## src/rtl/sent_pkg.sv

```systemverilog
// Shared constants for the SENT CRC engine: polynomials, seeds, channel kinds
// and the controller state encoding.
package sent_pkg;

  localparam logic [3:0] CRC4_POLY = 4'hD;
  localparam logic [3:0] CRC4_SEED = 4'h5;
  localparam logic [5:0] CRC6_POLY = 6'h19;
  localparam logic [5:0] CRC6_SEED = 6'h15;

  localparam logic CRC_KIND_FAST   = 1'b0;
  localparam logic CRC_KIND_SERIAL = 1'b1;

  // Enhanced serial: four 6-bit data symbols followed by one zero symbol
  localparam logic [3:0] CRC6_DATA_SYMS  = 4'd4;
  localparam logic [3:0] CRC6_TOTAL_SYMS = 4'd5;

  typedef enum logic [1:0] {
    ST_IDLE,
    ST_LOAD,
    ST_CALC,
    ST_DONE
  } state_e;

endpackage

```

## src/rtl/sent_crc_sym.sv

```systemverilog
// Combinational single-symbol CRC update, bitwise MSB-first.
// kind selects the 4-bit fast-channel or 6-bit serial polynomial.
module sent_crc_sym
  import sent_pkg::*;
(
  input  logic       kind,
  input  logic [5:0] crc_in,
  input  logic [5:0] sym,
  output logic [5:0] crc_out
);

  logic [5:0] c6;
  logic [3:0] c4;
  logic       fb;

  always_comb begin
    c6 = crc_in;
    c4 = crc_in[3:0];
    fb = 1'b0;
    if (kind == CRC_KIND_SERIAL) begin
      for (int i = 5; i >= 0; i--) begin
        fb = c6[5] ^ sym[i];
        c6 = {c6[4:0], 1'b0} ^ (fb ? CRC6_POLY : 6'h00);
      end
      crc_out = c6;
    end else begin
      for (int i = 3; i >= 0; i--) begin
        fb = c4[3] ^ sym[i];
        c4 = {c4[2:0], 1'b0} ^ (fb ? CRC4_POLY : 4'h0);
      end
      crc_out = {2'b00, c4};
    end
  end

endmodule

```

## src/rtl/sent_crc_engine.sv

```systemverilog
// Time-multiplexed SENT CRC4/CRC6 calculator shared by NUM_CH channels,
// with round-robin arbitration and a received-CRC compare.
module sent_crc_engine
  import sent_pkg::*;
#(
  parameter  int NUM_CH  = 2,
  parameter  int MAX_NIB = 6,
  localparam int DATA_W  = 4 * MAX_NIB,
  localparam int CH_W    = (NUM_CH > 1) ? $clog2(NUM_CH) : 1
) (
  input  logic                     clk,
  input  logic                     rst,
  input  logic [NUM_CH-1:0]        ch_req,
  input  logic [NUM_CH-1:0]        ch_kind,
  input  logic [NUM_CH-1:0]        ch_mode,
  input  logic [3*NUM_CH-1:0]      ch_len,
  input  logic [DATA_W*NUM_CH-1:0] ch_data,
  input  logic [6*NUM_CH-1:0]      ch_rx_crc,
  output logic                     crc_valid,
  output logic [CH_W-1:0]          crc_ch,
  output logic [5:0]               crc_out,
  output logic                     crc_err,
  output logic                     busy
);

  localparam logic [3:0] MAX_NIB_L = 4'((MAX_NIB > 15) ? 15 : MAX_NIB);

  state_e state_q, state_d;

  logic [NUM_CH-1:0] pending_q, pending_d;
  logic [CH_W-1:0]   rr_ptr_q, rr_ptr_d;
  logic [DATA_W-1:0] shreg_q, shreg_d;
  logic              kind_q, kind_d;
  logic [5:0]        rx_q, rx_d;
  logic [3:0]        ndata_q, ndata_d;
  logic [3:0]        nsym_q, nsym_d;
  logic [3:0]        cnt_q, cnt_d;
  logic [5:0]        crc_q, crc_d;
  logic [CH_W-1:0]   owner_q, owner_d;
  logic              valid_q, valid_d;
  logic [CH_W-1:0]   out_ch_q, out_ch_d;
  logic [5:0]        out_crc_q, out_crc_d;
  logic              out_err_q, out_err_d;

  logic              grant_en, calc_en, done_en;
  logic              gnt_found;
  logic [CH_W-1:0]   gnt_idx;
  logic [NUM_CH-1:0] gnt_onehot;
  int                ptr_int;

  logic [DATA_W-1:0] sel_data;
  logic              sel_kind, sel_mode;
  logic [5:0]        sel_rx;
  logic [3:0]        sel_len;
  logic [5:0]        sym_in, sym_crc;
  logic              last_sym;

  // Round-robin: scan channels starting just after the last grant
  always_comb begin
    gnt_found  = 1'b0;
    gnt_idx    = '0;
    gnt_onehot = '0;
    ptr_int    = int'(rr_ptr_q);
    for (int k = 0; k < NUM_CH; k++) begin
      for (int i = 0; i < NUM_CH; i++) begin
        if (!gnt_found && (i == (ptr_int + 1 + k) % NUM_CH) && pending_q[i]) begin
          gnt_found     = 1'b1;
          gnt_idx       = CH_W'(i);
          gnt_onehot[i] = grant_en;
        end
      end
    end
  end

  always_comb begin
    sel_data = '0;
    sel_kind = 1'b0;
    sel_mode = 1'b0;
    sel_rx   = '0;
    sel_len  = '0;
    for (int i = 0; i < NUM_CH; i++) begin
      if (CH_W'(i) == gnt_idx) begin
        sel_data = ch_data[i*DATA_W +: DATA_W];
        sel_kind = ch_kind[i];
        sel_mode = ch_mode[i];
        sel_rx   = ch_rx_crc[i*6 +: 6];
        sel_len  = {1'b0, ch_len[i*3 +: 3]};
      end
    end
    if (sel_len > MAX_NIB_L) begin
      sel_len = MAX_NIB_L;
    end
  end

  // Symbols past the data portion are the zero augmentation symbols
  always_comb begin
    sym_in = 6'h00;
    if (cnt_q < ndata_q) begin
      sym_in = (kind_q == CRC_KIND_SERIAL) ? shreg_q[DATA_W-1 -: 6]
                                           : {2'b00, shreg_q[DATA_W-1 -: 4]};
    end
  end

  assign last_sym = ((cnt_q + 4'd1) == nsym_q);

  sent_crc_sym u_sym (
    .kind    (kind_q),
    .crc_in  (crc_q),
    .sym     (sym_in),
    .crc_out (sym_crc)
  );

  always_comb begin
    state_d = state_q;
    case (state_q)
      ST_IDLE: if (gnt_found) state_d = ST_LOAD;
      ST_LOAD: state_d = (nsym_q == 4'd0) ? ST_DONE : ST_CALC;
      ST_CALC: if (last_sym) state_d = ST_DONE;
      ST_DONE: state_d = ST_IDLE;
      default: state_d = ST_IDLE;
    endcase
  end

  always_comb begin
    grant_en = (state_q == ST_IDLE);
    calc_en  = (state_q == ST_CALC);
    done_en  = (state_q == ST_DONE);
    busy     = (state_q != ST_IDLE);
  end

  always_comb begin
    pending_d = (pending_q & ~gnt_onehot) | ch_req;
    rr_ptr_d  = rr_ptr_q;
    shreg_d   = shreg_q;
    kind_d    = kind_q;
    rx_d      = rx_q;
    ndata_d   = ndata_q;
    nsym_d    = nsym_q;
    cnt_d     = cnt_q;
    crc_d     = crc_q;
    owner_d   = owner_q;
    valid_d   = 1'b0;
    out_ch_d  = out_ch_q;
    out_crc_d = out_crc_q;
    out_err_d = out_err_q;

    if (grant_en && gnt_found) begin
      rr_ptr_d = gnt_idx;
      owner_d  = gnt_idx;
      shreg_d  = sel_data;
      kind_d   = sel_kind;
      rx_d     = sel_rx;
      cnt_d    = 4'd0;
      if (sel_kind == CRC_KIND_SERIAL) begin
        ndata_d = CRC6_DATA_SYMS;
        nsym_d  = CRC6_TOTAL_SYMS;
        crc_d   = CRC6_SEED;
      end else begin
        ndata_d = sel_len;
        nsym_d  = sel_len + {3'b000, sel_mode};
        crc_d   = {2'b00, CRC4_SEED};
      end
    end

    if (calc_en) begin
      crc_d   = sym_crc;
      shreg_d = (kind_q == CRC_KIND_SERIAL) ? (shreg_q << 6) : (shreg_q << 4);
      cnt_d   = cnt_q + 4'd1;
    end

    if (done_en) begin
      valid_d   = 1'b1;
      out_ch_d  = owner_q;
      out_crc_d = crc_q;
      out_err_d = (kind_q == CRC_KIND_SERIAL) ? (crc_q != rx_q)
                                              : (crc_q[3:0] != rx_q[3:0]);
    end
  end

  always_ff @(posedge clk or posedge rst) begin
    if (rst) begin
      state_q   <= ST_IDLE;
      pending_q <= '0;
      rr_ptr_q  <= CH_W'(NUM_CH - 1);
      shreg_q   <= '0;
      kind_q    <= 1'b0;
      rx_q      <= '0;
      ndata_q   <= '0;
      nsym_q    <= '0;
      cnt_q     <= '0;
      crc_q     <= '0;
      owner_q   <= '0;
      valid_q   <= 1'b0;
      out_ch_q  <= '0;
      out_crc_q <= '0;
      out_err_q <= 1'b0;
    end else begin
      state_q   <= state_d;
      pending_q <= pending_d;
      rr_ptr_q  <= rr_ptr_d;
      shreg_q   <= shreg_d;
      kind_q    <= kind_d;
      rx_q      <= rx_d;
      ndata_q   <= ndata_d;
      nsym_q    <= nsym_d;
      cnt_q     <= cnt_d;
      crc_q     <= crc_d;
      owner_q   <= owner_d;
      valid_q   <= valid_d;
      out_ch_q  <= out_ch_d;
      out_crc_q <= out_crc_d;
      out_err_q <= out_err_d;
    end
  end

  assign crc_valid = valid_q;
  assign crc_ch    = out_ch_q;
  assign crc_out   = out_crc_q;
  assign crc_err   = out_err_q;

endmodule

```

## config.mk

```make
export PLATFORM = sky130hd
export DESIGN_NAME = sent_crc_engine
export DESIGN_NICKNAME = d
export VERILOG_FILES = /design/src/rtl/sent_pkg.sv /design/src/rtl/sent_crc_sym.sv /design/src/rtl/sent_crc_engine.sv
export SDC_FILE = /design/constraint.sdc
export NUM_CORES = 1
export LEC_CHECK = 0
export ABC_AREA = 1
export CAP_MARGIN = 30
export CORE_ASPECT_RATIO = 1.75
export CORE_MARGIN = 2
export CORE_UTILIZATION = 49
export DETAILED_ROUTE_END_ITERATION = 6
export GPL_TIMING_DRIVEN = 1
export HOLD_SLACK_MARGIN = 0.06
export PLACE_DENSITY = 0.81
export SYNTH_ARGS = -nofsm -noshare
export SYNTH_HDL_FRONTEND = slang
export SYNTH_SLANG_ARGS = --single-unit
```

## constraint.sdc

```tcl
create_clock -name clk -period 4.3 [get_ports clk]
set_input_delay 0.86 -clock clk [delete_from_list [all_inputs] [get_ports clk]]
set_output_delay 0.86 -clock clk [all_outputs]
set_load 0.02 [all_outputs]
```

==> metrics.txt <==
Final TNS setup 0 ps; warnings from Yosys 0; number of synthesized flops with an enable pin 0; vias per std cell 5.65; Worst Setup End Kind output pin; Ports 84; compound-gate portion of the synthesized area 17.3%; DRT Pass-1 Iters 5; half-perimeter wire length after placement 7.43 mm; die area 0.00861 mm2; Largest delay share family, worst path buffers and inverters; top post-synthesis cells by count nand2_1 (102), nor2_1 (73), dfrtp_1 (62), inv_1 (46), o21ai_0 (28); WP buf/inv 3; final hold vios 0; H-tree levels 3; post-synthesis xor/xnor area fraction 2.01%; Hold Path Class reg2reg; Total Power 4.40 mW; Synth Net Count 581; clk buf depth 2; Pwr Density 885 mW/mm2; Area growth syn-to-layout 29.1%; Synth async-reset ratio 100%; Area contributors post-synth dfrtp_1 (40%), nand2_1 (9.9%), nor2_1 (7.1%); # hold bufs at CTS 0; min Tclk post-route 2650 ps; DRC violations left 0; Max Slew Vio Count 0; I/O Buffers 83; Gate Count Post-Synth 498; DRT iter0 DRCs 287; CP required 3440 ps; crit path max fanout 5; Post-CTS Resized 0; ys flop type dfrtp_1; Vias 3766; first-pass GRT wire length 16.9 mm; Num CTS Buffers 9; peak supply drop 0.790 mV; Post-Synth Adder-Cell Area 2.92%; die width 71.0 um; final net count 657; FMAX 0.377 GHz; clock sinks 63; gr usage total 24.9%; CP Launch Type flip-flop; grt total ovfl 0; Seq/Total Area, Yosys 41.0%; initial antenna violation count 0; Worst path max stage delay 610 ps; Tcrit/Tclk final 61.7%; largest net degree at the start of global routing 38; clock root cell clkbuf_16; share of the synthesized area in the top cell type 40.3%; Final Wtd Congestion 1.00; leakage power figure 2.31 nW; # Post-CTS Setup Buffers 0; Worst EP arrival 1790 ps; most instantiated library cell after synthesis nand2_1; Starting Density 50.5%; core area 0.00762 mm2; Yosys cell types 42; multiplexer area fraction after synthesis 1.82%; Synth Area in Simple Gates 26.3%; clock latency on the worst-skew pair 330 ps; largest family of logic cells by synthesized area simple AND/OR/NAND/NOR gates; slowest CP cell clkdlybuf4s50_1; Final WS setup 1650 ps; outcome completed; worst-margin pin slew 908 ps; Routed WL 10.0 mm; Finished Cell Area 0.00497 mm2; max-cap violations 0; critical path class reg2out; dpl ws 1580 ps; Die Ht 121 um; DR WL/cell 15.0 um; Synth Register Bits 63; most frequent CP cell inv_1; setup violators final 0; # diodes 0; RSZ-0062 raised after global routing no; fraction of final layout cells sized beyond drive strength 1 8.98%; clk slew on worst S/H paths 50 ps; syn_area_per_cell 7.73 um2; cell row count 42; post-route ant nets 0; Post-Syn Area 0.00385 mm2; Final Skew 6.28 ps; CP cell instances inv_1 > ha_1 > inv_1 > clkdlybuf4s50_1; slew margin rel. 39.5%; Area after DPL 0.00469 mm2; vias in the first global route 3822; dominant cell type by area after synthesis dfrtp_1; CTS tree yes
routing by layer:
layer  global-route usage (%)  up-vias  routed length, um
li1                         -     1813                  -
met1                     27.7     1795               3790
met2                     44.9      126               5390
met3                     4.40       32                473
met4                     12.0        0                376
met5                        0        -                  0
sequential cells by signal (all words and copies together) (netlist names), 2 cells and up:
name       count
crc_q          6
shreg_q       24
cnt_q          4
ndata_q        3
rx_q           6
state_q        2
nsym_q         4
crc_out        6
pending_q      2
area by class of cell:
class | count | area [um2]
Fill cell | 648 | 2650
Multi-Input combinational cell | 359 | 1940
Sequential cell | 63 | 1580
Timing Repair Buffer | 86 | 853
Clock buffer | 16 | 282
Inverter | 55 | 209
Tap cell | 88 | 110
path summary, 6_finish.rpt:
kind                             from          end  slack, ps  cells past startpoint
min in group asynchronous         rst      rx_q[1]        950                      2
min                          rr_ptr_q     rr_ptr_q        480                      2
max reg2reg                state_q[0]  shreg_q[23]       1760                      9
max in group asynchronous         rst  shreg_q[23]       2480                      3
min reg2reg                  rr_ptr_q     rr_ptr_q        480                      2
max                        state_q[0]         busy       1650                      4
kinds of logic (layout without fill, tap and decap cells):
kind of cell,count (synthesis),after routing
muxes,7,7
DFF,63,63
adders and majority gates,9,9
AOI/OAI and AO/OA,110,110
and+or+nand+nor,225,225
xor gates and xnor gates,8,8
buffers and inverters,76,157
cell usage in the layout (no fill, tap or decap), types with 14 or more instances in the layout:
cell type	Yosys	final
a31oi_1	14	14
o21ai_0	28	28
inv_1	46	45
nor2_1	73	73
clkdlybuf4s50_1	0	83
nand2_1	102	102
nand3_1	14	14
a21oi_1	24	24
a22oi_1	16	16
dfrtp_1	62	62
per-stage QoR:
step                hold WS, ps  instances  utilization, %
floorplan                   448        498               -
global placement            465        651            61.6
detailed placement          469        651            61.6
CTS                         476        667            65.3
global route                503        667            65.3
finish                      476        667            65.3
where the power goes:
| part | switching [mW] | internal, mW | total [mW] |
|---|---|---|---|
| Sequential | 0.236 | 0.889 | 1.13 |
| Combinational | 1.64 | 0.959 | 2.60 |
| Clock | 0.237 | 0.438 | 0.675 |
| Total | 2.12 | 2.29 | 4.40 |
worst register-to-register path: stages, from the launching register on:
cell,delay [ps]
dfrtp_1,390
inv_1,130
ha_1,770
inv_1,320
nor2_1,170
buf_4,250
inv_1,110
o22ai_1,120
o21ai_1,90
o21ai_1,100
No activity file was read; power rests on OpenSTA's default activity.
